--- src/rtl/store_narrow_unit.sv ---
// -----------------------------------------------------------------------------
// store_narrow_unit
// Store-side narrowing for the MIPS datapath. A word store is written straight
// to memory. A byte or halfword store reads the containing word, replaces one
// lane and writes the word back. Misaligned and illegal-size requests are
// rejected without any memory access.
//
// Ports
//   clk_i        clock, rising edge
//   rst_i        synchronous reset, active low; forces every output to 0
//   req_valid_i  store request present
//   req_ready_o  unit idle and able to accept
//   addr_i       byte address (sampled on accept)
//   data_i       store data, low byte/halfword for sub-word sizes
//   size_i       00 byte, 01 halfword, 10 word, 11 illegal
//   mem_addr_o   word-aligned memory address (0 outside READ/WRITE)
//   mem_rd_o     read strobe; data arrives on mem_rdata_i one cycle later
//   mem_rdata_i  memory read data
//   mem_wr_o     full-word write strobe
//   mem_wdata_o  word to write (0 outside WRITE)
//   done_o       one-cycle completion pulse (written or rejected)
//   err_o        one-cycle pulse with done_o for a rejected request
// -----------------------------------------------------------------------------
module store_narrow_unit #(
    parameter int unsigned ADDR_WIDTH = 32
) (
    input  logic                  clk_i,
    input  logic                  rst_i,
    input  logic                  req_valid_i,
    output logic                  req_ready_o,
    input  logic [ADDR_WIDTH-1:0] addr_i,
    input  logic [31:0]           data_i,
    input  logic [1:0]            size_i,
    output logic [ADDR_WIDTH-1:0] mem_addr_o,
    output logic                  mem_rd_o,
    input  logic [31:0]           mem_rdata_i,
    output logic                  mem_wr_o,
    output logic [31:0]           mem_wdata_o,
    output logic                  done_o,
    output logic                  err_o
);

    localparam int unsigned HALF_WIDTH = 16;

    localparam logic [1:0] SIZE_BYTE = 2'b00;
    localparam logic [1:0] SIZE_HALF = 2'b01;
    localparam logic [1:0] SIZE_WORD = 2'b10;

    typedef enum logic [2:0] {
        S_IDLE,
        S_READ,
        S_MERGE,
        S_WRITE,
        S_ERR
    } state_t;

    state_t                  state_q, state_d;
    logic [ADDR_WIDTH-1:0]   addr_q, addr_d;
    logic [HALF_WIDTH-1:0]   data_q, data_d;
    logic                    is_half_q, is_half_d;
    logic [31:0]             merged_q, merged_d;

    logic                    accept;
    logic                    illegal;
    logic [31:0]             lane_word;
    logic [ADDR_WIDTH-1:0]   word_addr;

    assign word_addr = {addr_q[ADDR_WIDTH-1:2], 2'b00};

    // Alignment/size legality of the presented request
    always_comb begin
        illegal = 1'b0;
        case (size_i)
            SIZE_BYTE: illegal = 1'b0;
            SIZE_HALF: illegal = addr_i[0];
            SIZE_WORD: illegal = (addr_i[1:0] != 2'b00);
            default:   illegal = 1'b1;
        endcase
    end

    // Replace one little-endian lane of the read word; other bits pass through
    always_comb begin
        lane_word = mem_rdata_i;
        if (is_half_q) begin
            if (addr_q[1]) begin
                lane_word[31:16] = data_q;
            end else begin
                lane_word[15:0]  = data_q;
            end
        end else begin
            case (addr_q[1:0])
                2'b00:   lane_word[7:0]   = data_q[7:0];
                2'b01:   lane_word[15:8]  = data_q[7:0];
                2'b10:   lane_word[23:16] = data_q[7:0];
                default: lane_word[31:24] = data_q[7:0];
            endcase
        end
    end

    // State register and latched request fields
    always_ff @(posedge clk_i) begin
        if (!rst_i) begin
            state_q   <= S_IDLE;
            addr_q    <= '0;
            data_q    <= '0;
            is_half_q <= 1'b0;
            merged_q  <= '0;
        end else begin
            state_q   <= state_d;
            addr_q    <= addr_d;
            data_q    <= data_d;
            is_half_q <= is_half_d;
            merged_q  <= merged_d;
        end
    end

    // Next-state and output decode; outputs forced low while reset is held
    always_comb begin
        state_d     = state_q;
        addr_d      = addr_q;
        data_d      = data_q;
        is_half_d   = is_half_q;
        merged_d    = merged_q;
        accept      = 1'b0;
        req_ready_o = 1'b0;
        mem_addr_o  = '0;
        mem_rd_o    = 1'b0;
        mem_wr_o    = 1'b0;
        mem_wdata_o = '0;
        done_o      = 1'b0;
        err_o       = 1'b0;

        case (state_q)
            S_IDLE: begin
                req_ready_o = 1'b1;
                accept      = req_valid_i && rst_i;
                if (accept) begin
                    addr_d    = addr_i;
                    data_d    = data_i[HALF_WIDTH-1:0];
                    is_half_d = (size_i == SIZE_HALF);
                    if (illegal) begin
                        state_d = S_ERR;
                    end else if (size_i == SIZE_WORD) begin
                        merged_d = data_i;
                        state_d  = S_WRITE;
                    end else begin
                        state_d = S_READ;
                    end
                end
            end
            S_READ: begin
                mem_rd_o   = 1'b1;
                mem_addr_o = word_addr;
                state_d    = S_MERGE;
            end
            S_MERGE: begin
                merged_d = lane_word;
                state_d  = S_WRITE;
            end
            S_WRITE: begin
                mem_wr_o    = 1'b1;
                mem_addr_o  = word_addr;
                mem_wdata_o = merged_q;
                done_o      = 1'b1;
                state_d     = S_IDLE;
            end
            S_ERR: begin
                done_o  = 1'b1;
                err_o   = 1'b1;
                state_d = S_IDLE;
            end
            default: begin
                state_d = S_IDLE;
            end
        endcase

        if (!rst_i) begin
            req_ready_o = 1'b0;
            mem_addr_o  = '0;
            mem_rd_o    = 1'b0;
            mem_wr_o    = 1'b0;
            mem_wdata_o = '0;
            done_o      = 1'b0;
            err_o       = 1'b0;
        end
    end

endmodule

--- config.mk ---
export PLATFORM = sky130hd
export DESIGN_NAME = store_narrow_unit
export DESIGN_NICKNAME = d
export VERILOG_FILES = /design/src/rtl/store_narrow_unit.sv
export SDC_FILE = /design/constraint.sdc
export NUM_CORES = 1
export LEC_CHECK = 0
export BUFFER_PORTS_ARGS = -buffer_cell sky130_fd_sc_hd__clkbuf_2
export CAP_MARGIN = 10
export CELL_PAD_IN_SITES_DETAIL_PLACEMENT = 1
export CELL_PAD_IN_SITES_GLOBAL_PLACEMENT = 1
export CORE_ASPECT_RATIO = 1.4
export CORE_MARGIN = 2
export CORE_UTILIZATION = 33
export CTS_CLUSTER_DIAMETER = 200
export DETAILED_ROUTE_END_ITERATION = 16
export PLACE_DENSITY_LB_ADDON = 0.1
export RECOVER_POWER = 25
export SYNTH_ARGS = -nofsm -noshare
export SYNTH_HDL_FRONTEND = slang
export SYNTH_SLANG_ARGS = --single-unit
--- constraint.sdc ---
create_clock -name clk_i -period 1.7 [get_ports clk_i]
set_input_delay 0.255 -clock clk_i [delete_from_list [all_inputs] [get_ports clk_i]]
set_output_delay 0.255 -clock clk_i [all_outputs]
set_load 0.01 [all_outputs]
* After elaboration in Yosys (flattened, before gate mapping)
Index checks and enable logic that the tools add are counted.
** Cells by class
- Equality and inequality tests :: 11
- Mux-type cells :: 30
- Reductions and logical operators :: 11
** Operators by type and width (count)
- two-way mux 32 bit :: 8
- one-hot mux 32 bit (2 select lines) :: 1
- two-way mux 16 bit :: 2
- two-way mux 8 bit :: 4
- two-way mux 1 bit :: 10
- one-hot mux 3 bit (3 select lines) :: 1
- == test 3 x 2 -> 1 bit, second input constant :: 2
- two-way mux 3 bit :: 2
- inequality test 2 bit, second input constant :: 3
- == test 2 x 1 -> 1 bit, second input constant :: 2
- == test 2 bit, second input constant :: 2
- zero test 2 bit :: 2
- AND reduction 4 bit :: 1
- nonzero test 2 bit :: 2
- OR reduction 2 bit :: 2
- == test 3 x 1 -> 1 bit, second input constant :: 1
- == test 3 bit, second input constant :: 1
- zero test 3 bit :: 1
- one-hot mux 1 bit (3 select lines) :: 1
- OR reduction 3 bit :: 1
- two-way mux 2 bit :: 1
- AND reduction 2 bit :: 1
- logical AND 1 bit :: 1
** Word-level totals
- Register bits :: 84
- Bits of input ports :: 101
- Output and inout bits :: 69
- Logic and storage cells :: 57

* Depth between registers and ports, before layout
- Word-level depth :: 5
- Mapped depth :: 7
- Depth with buffers taken out :: 4

* Worst setup path after synthesis
No wires, ideal clock.
- Kind :: register to output
- Start :: register state_q[1]
- End :: output mem_wdata_o[16]
- Data arrival time :: 1.328 ns
- Setup slack :: 0.117 ns
- Cell stages (with the launch flop) :: 6
- Path buffers :: 2
- Cells stage by stage :: dfxtp_1 -> buf_4 -> nand2_1 -> nor2_1 -> clkbuf_1 -> and2_1
** Between the ends
- Word-level cells in the longest chain between the ends :: 3
** RTL lines
- start: declaration :: RTL line 57 : state_t state_q, state_d;
- start signal: assignment :: RTL line 109 : state_q <= state_d;
- == test 3 x 2 -> 1 bit :: RTL line 133 : case (state_q)
- two-way mux 32 bit :: RTL line 133
- two-way mux 32 bit :: RTL line 177 : if (!rst_i) begin
- end: declaration :: RTL line 38 : output logic [31:0] mem_wdata_o,
Every way passes these cells.

* Worst setup path after layout
- Start :: register state_q[2]
- End :: output done_o
** Between the ends
- Word-level cells in the longest chain between the ends :: 4
** RTL lines
- == test 3 bit / == test 3 x 2 -> 1 bit (equally long branches) :: RTL line 133
- OR reduction 2 bit (no line) (*)
- two-way mux 1 bit (*) :: RTL line 133
- two-way mux 1 bit (*) :: RTL line 177
- end: declaration :: RTL line 39 : output logic done_o,
Mark *: on every way between the ends. The rest lies on a longest branch, timed or not.

==> impl_results.md <==
* Syn Inst Count at 544
* RR Startpoint: state_q[2]
* Largest area contributor in the netlist: dfxtp_1
* Post-synth EDFFs at 0
* Cell row count at 48
* Gpl congestion at 0.788
* YS warnings at 0
* CP endpoint: done_o
* Combinational share of power at 18.6%
* CTS tree: built
* Hold Crit Depth at 3
* DP Cell Count at 839
* Internal power at 0.00353 W
* Die height at 136 um
* Clk_lat worst skew at 340 ps
* Most common cell in the netlist: nand2_1
* Pwr Density at 892 mW/mm^2
* Leak at 2.39 nW
* Die width at 98.0 um
* Routed Antenna Nets at 0
* Layout cells sized above 1 at 34.1%
* WL/cell at 16.3 um
* Post-synth top cells: nand2_1 (97), dfxtp_1 (84), o21ai_0 (80), nor2_1 (36), a221oi_1 (24)
* DP Area at 0.00512 mm^2
* Syn-to-layout area delta at 35.9%
* Synth cell types at 35
* # port buffers at 167
* Mapped Avg Cell Area at 7.51 um^2
* Htree depth at 3
* Yosys reg bits at 84
* Worst vdd ir at 0.000407 V
* Crit Path Max Fanout at 9
* Core area at 0.0122 mm^2
* Vias in the first global route at 4413
* Pin count of the biggest net entering global routing at 61
* Post-synth top flop: dfxtp_1
* Post-DP HPWL at 10500 um
* Async set-reset flop share out of synthesis at 0%
* RSZ-0062 raised after global routing: yes
* NetSw at 0.00142 W
* CTS Buffer Depth at 2
* Crit. End Element: output pin
* R2r endpoint: merged_q[15]
* Clock share of power at 36.4%
* Grt ovf at 0
* Fin. Hold Viols at 0
* Startpoint Class: flip-flop
* # setup viols final at 0
* WP data required at 1440 ps
* Synthesized cell area at 0.00409 mm^2
* Final wirelength at 14000 um
* Post-synthesis sequential area ratio at 41.2%
* CP Launch Point: state_q[2]
* Status: finished, final reports clean
* Final Cell Area at 0.00555 mm^2
* # IOs at 170
* CTS buffer count at 9
* Vias at 4406
* R2r setup slk at 60 ps
* Initial drt markers at 131
* Synth top area cells: dfxtp_1 (41%), o21ai_0 (9.8%), nand2_1 (8.9%)
* DRC Markers at 0
* Hold Crit Class: in2reg
* Global-route wire length before repair at 21800 um
* Avg Vias per Cell at 5.13
* Sw Ratio at 28.7%
* All-Layer GR Usage at 20.4%
* Final Instance Count excl. Fillers at 859
* Flop pwr share at 45.0%
* Final Cycle Share at 100%
* Clk pin slew, worst setup/hold paths at 60 ps
* Clock skew at 5.60 ps
* WP data arrival at 1440 ps
* Fmax at 0.588 GHz
* WS Path Type: reg2out
* Minimum clock period at 1700 ps
* Layout net count at 805
* Clk sink count at 84
* First-pass DRT Iterations at 4
* DP Worst Slack at 54.8 ps
* Worst R2R Path Depth at 6
* Post-synth top area share at 41.2%
* Initial antenna violation count at 0
* Number of max-cap violations at 0
* Initial core utilization at 33.5%
* Root Buffer Master: clkbuf_16
* Die Area at 0.0133 mm^2
* Antenna cell count at 0
* Count of pins over their slew limit at 0
* Setup ws final at 0.608 ps
routing by layer:
metal	global-route usage [%]	routed length, um	up-vias
li1	-	-	2202
met1	23.7	5790	2087
met2	37.6	7420	105
met3	3.97	620	12
met4	6.25	178	0
met5	0	0	-
cell usage in the layout, fill, tap and decap left out, drive strengths merged:
cell type  Yosys  layout
nor2          36      36
nand2b         2       2
a21oi          5       5
o31ai         20      20
clkinv         0       4
nand2         98      98
dfxtp         84      84
inv           21      21
nor2b         14      14
o22ai          7       7
nand3b         1       1
o21ai         91      91
a211oi         9       9
nor3          17      17
and3           8       8
or2            1       1
clkinvlp       0       1
nor3b         10      10
and2          17      17
conb           1       2
a221oi        24      24
clkbuf        24     163
o21a           1       1
buf           26      46
nor4b          3       3
a31oi          1       1
nand3         22      22
a2111oi        1       1
cell families (layout without fill, tap and decap cells):
family | Yosys count | count (layout) | share of synthesized area [%]
AO/OA/AOI/OAI | 159 | 159 | 23.9
AND/OR/NAND/NOR | 229 | 229 | 26.9
other | 1 | 2 | 0.0918
flip-flops | 84 | 84 | 41.2
buffers and inverters | 71 | 235 | 7.99
power by group through the flow:
stage	clock network [W]	logic, W	registers [W]
6_report	0.00180	0.000921	0.00223
5_1_grt	0.00195	0.00102	0.00225
4_1_cts	0.00185	0.000900	0.00223
3_5_place_dp	0	0.000881	0.00227
3_3_place_gp	0	0.000857	0.00227
2_1_floorplan	0	0.000549	0.00224
what timing repair did:
action,4_1_cts,5_1_grt
gates resized for setup,10,43
buffers inserted,2,1
hold buffers,0,0
setup endpoints to repair,66,100
endpoints found under the hold margin,0,0
cloned,0,1
pin swaps,0,2
worst min path at each step:
stage                     from    endpoint  slack (ps)
floorplan           data_i[10]  data_q[10]         350
global placement    data_q[10]  data_q[10]         440
detailed placement  data_q[11]  data_q[11]         450
CTS                 addr_i[20]  addr_q[20]         110
global route        addr_i[11]  addr_q[11]         120
finish              addr_i[20]  addr_q[20]         110
through the flow:
stage	power, W	hold slack, ps	TNS [ps]	util [%]
after CTS	0.00498	105	-25.1	44.6
after detailed placement	0.00316	453	0	42.0
final	0.00495	113	0	45.5
after floorplan	0.00278	354	0	-
after global placement	0.00312	444	0	42.0
after global routing	0.00522	119	-1670	45.5
critical path, cell delays in order (launching register included):
cell	delay, ps
dfxtp_4	340
nand2b_4	150
nor2_4	60
buf_6	140
or2_2	290
clkbuf_2	130
cell type report:
class,instances,area [um^2]
clock inverters,5,27.5
well taps,150,188
inverters,21,78.8
flip-flops and latches,84,1690
fillers,1581,6640
repair buffers,198,1110
multi-input cells,390,2210
clock buffers,11,243
flip-flops by register name, indices dropped and copies added (netlist names):
register / count
state_q: 3
data_q: 16
is_half_q: 1
merged_q: 32
addr_q: 32
Note: power is estimated with default switching activity, not from simulation.
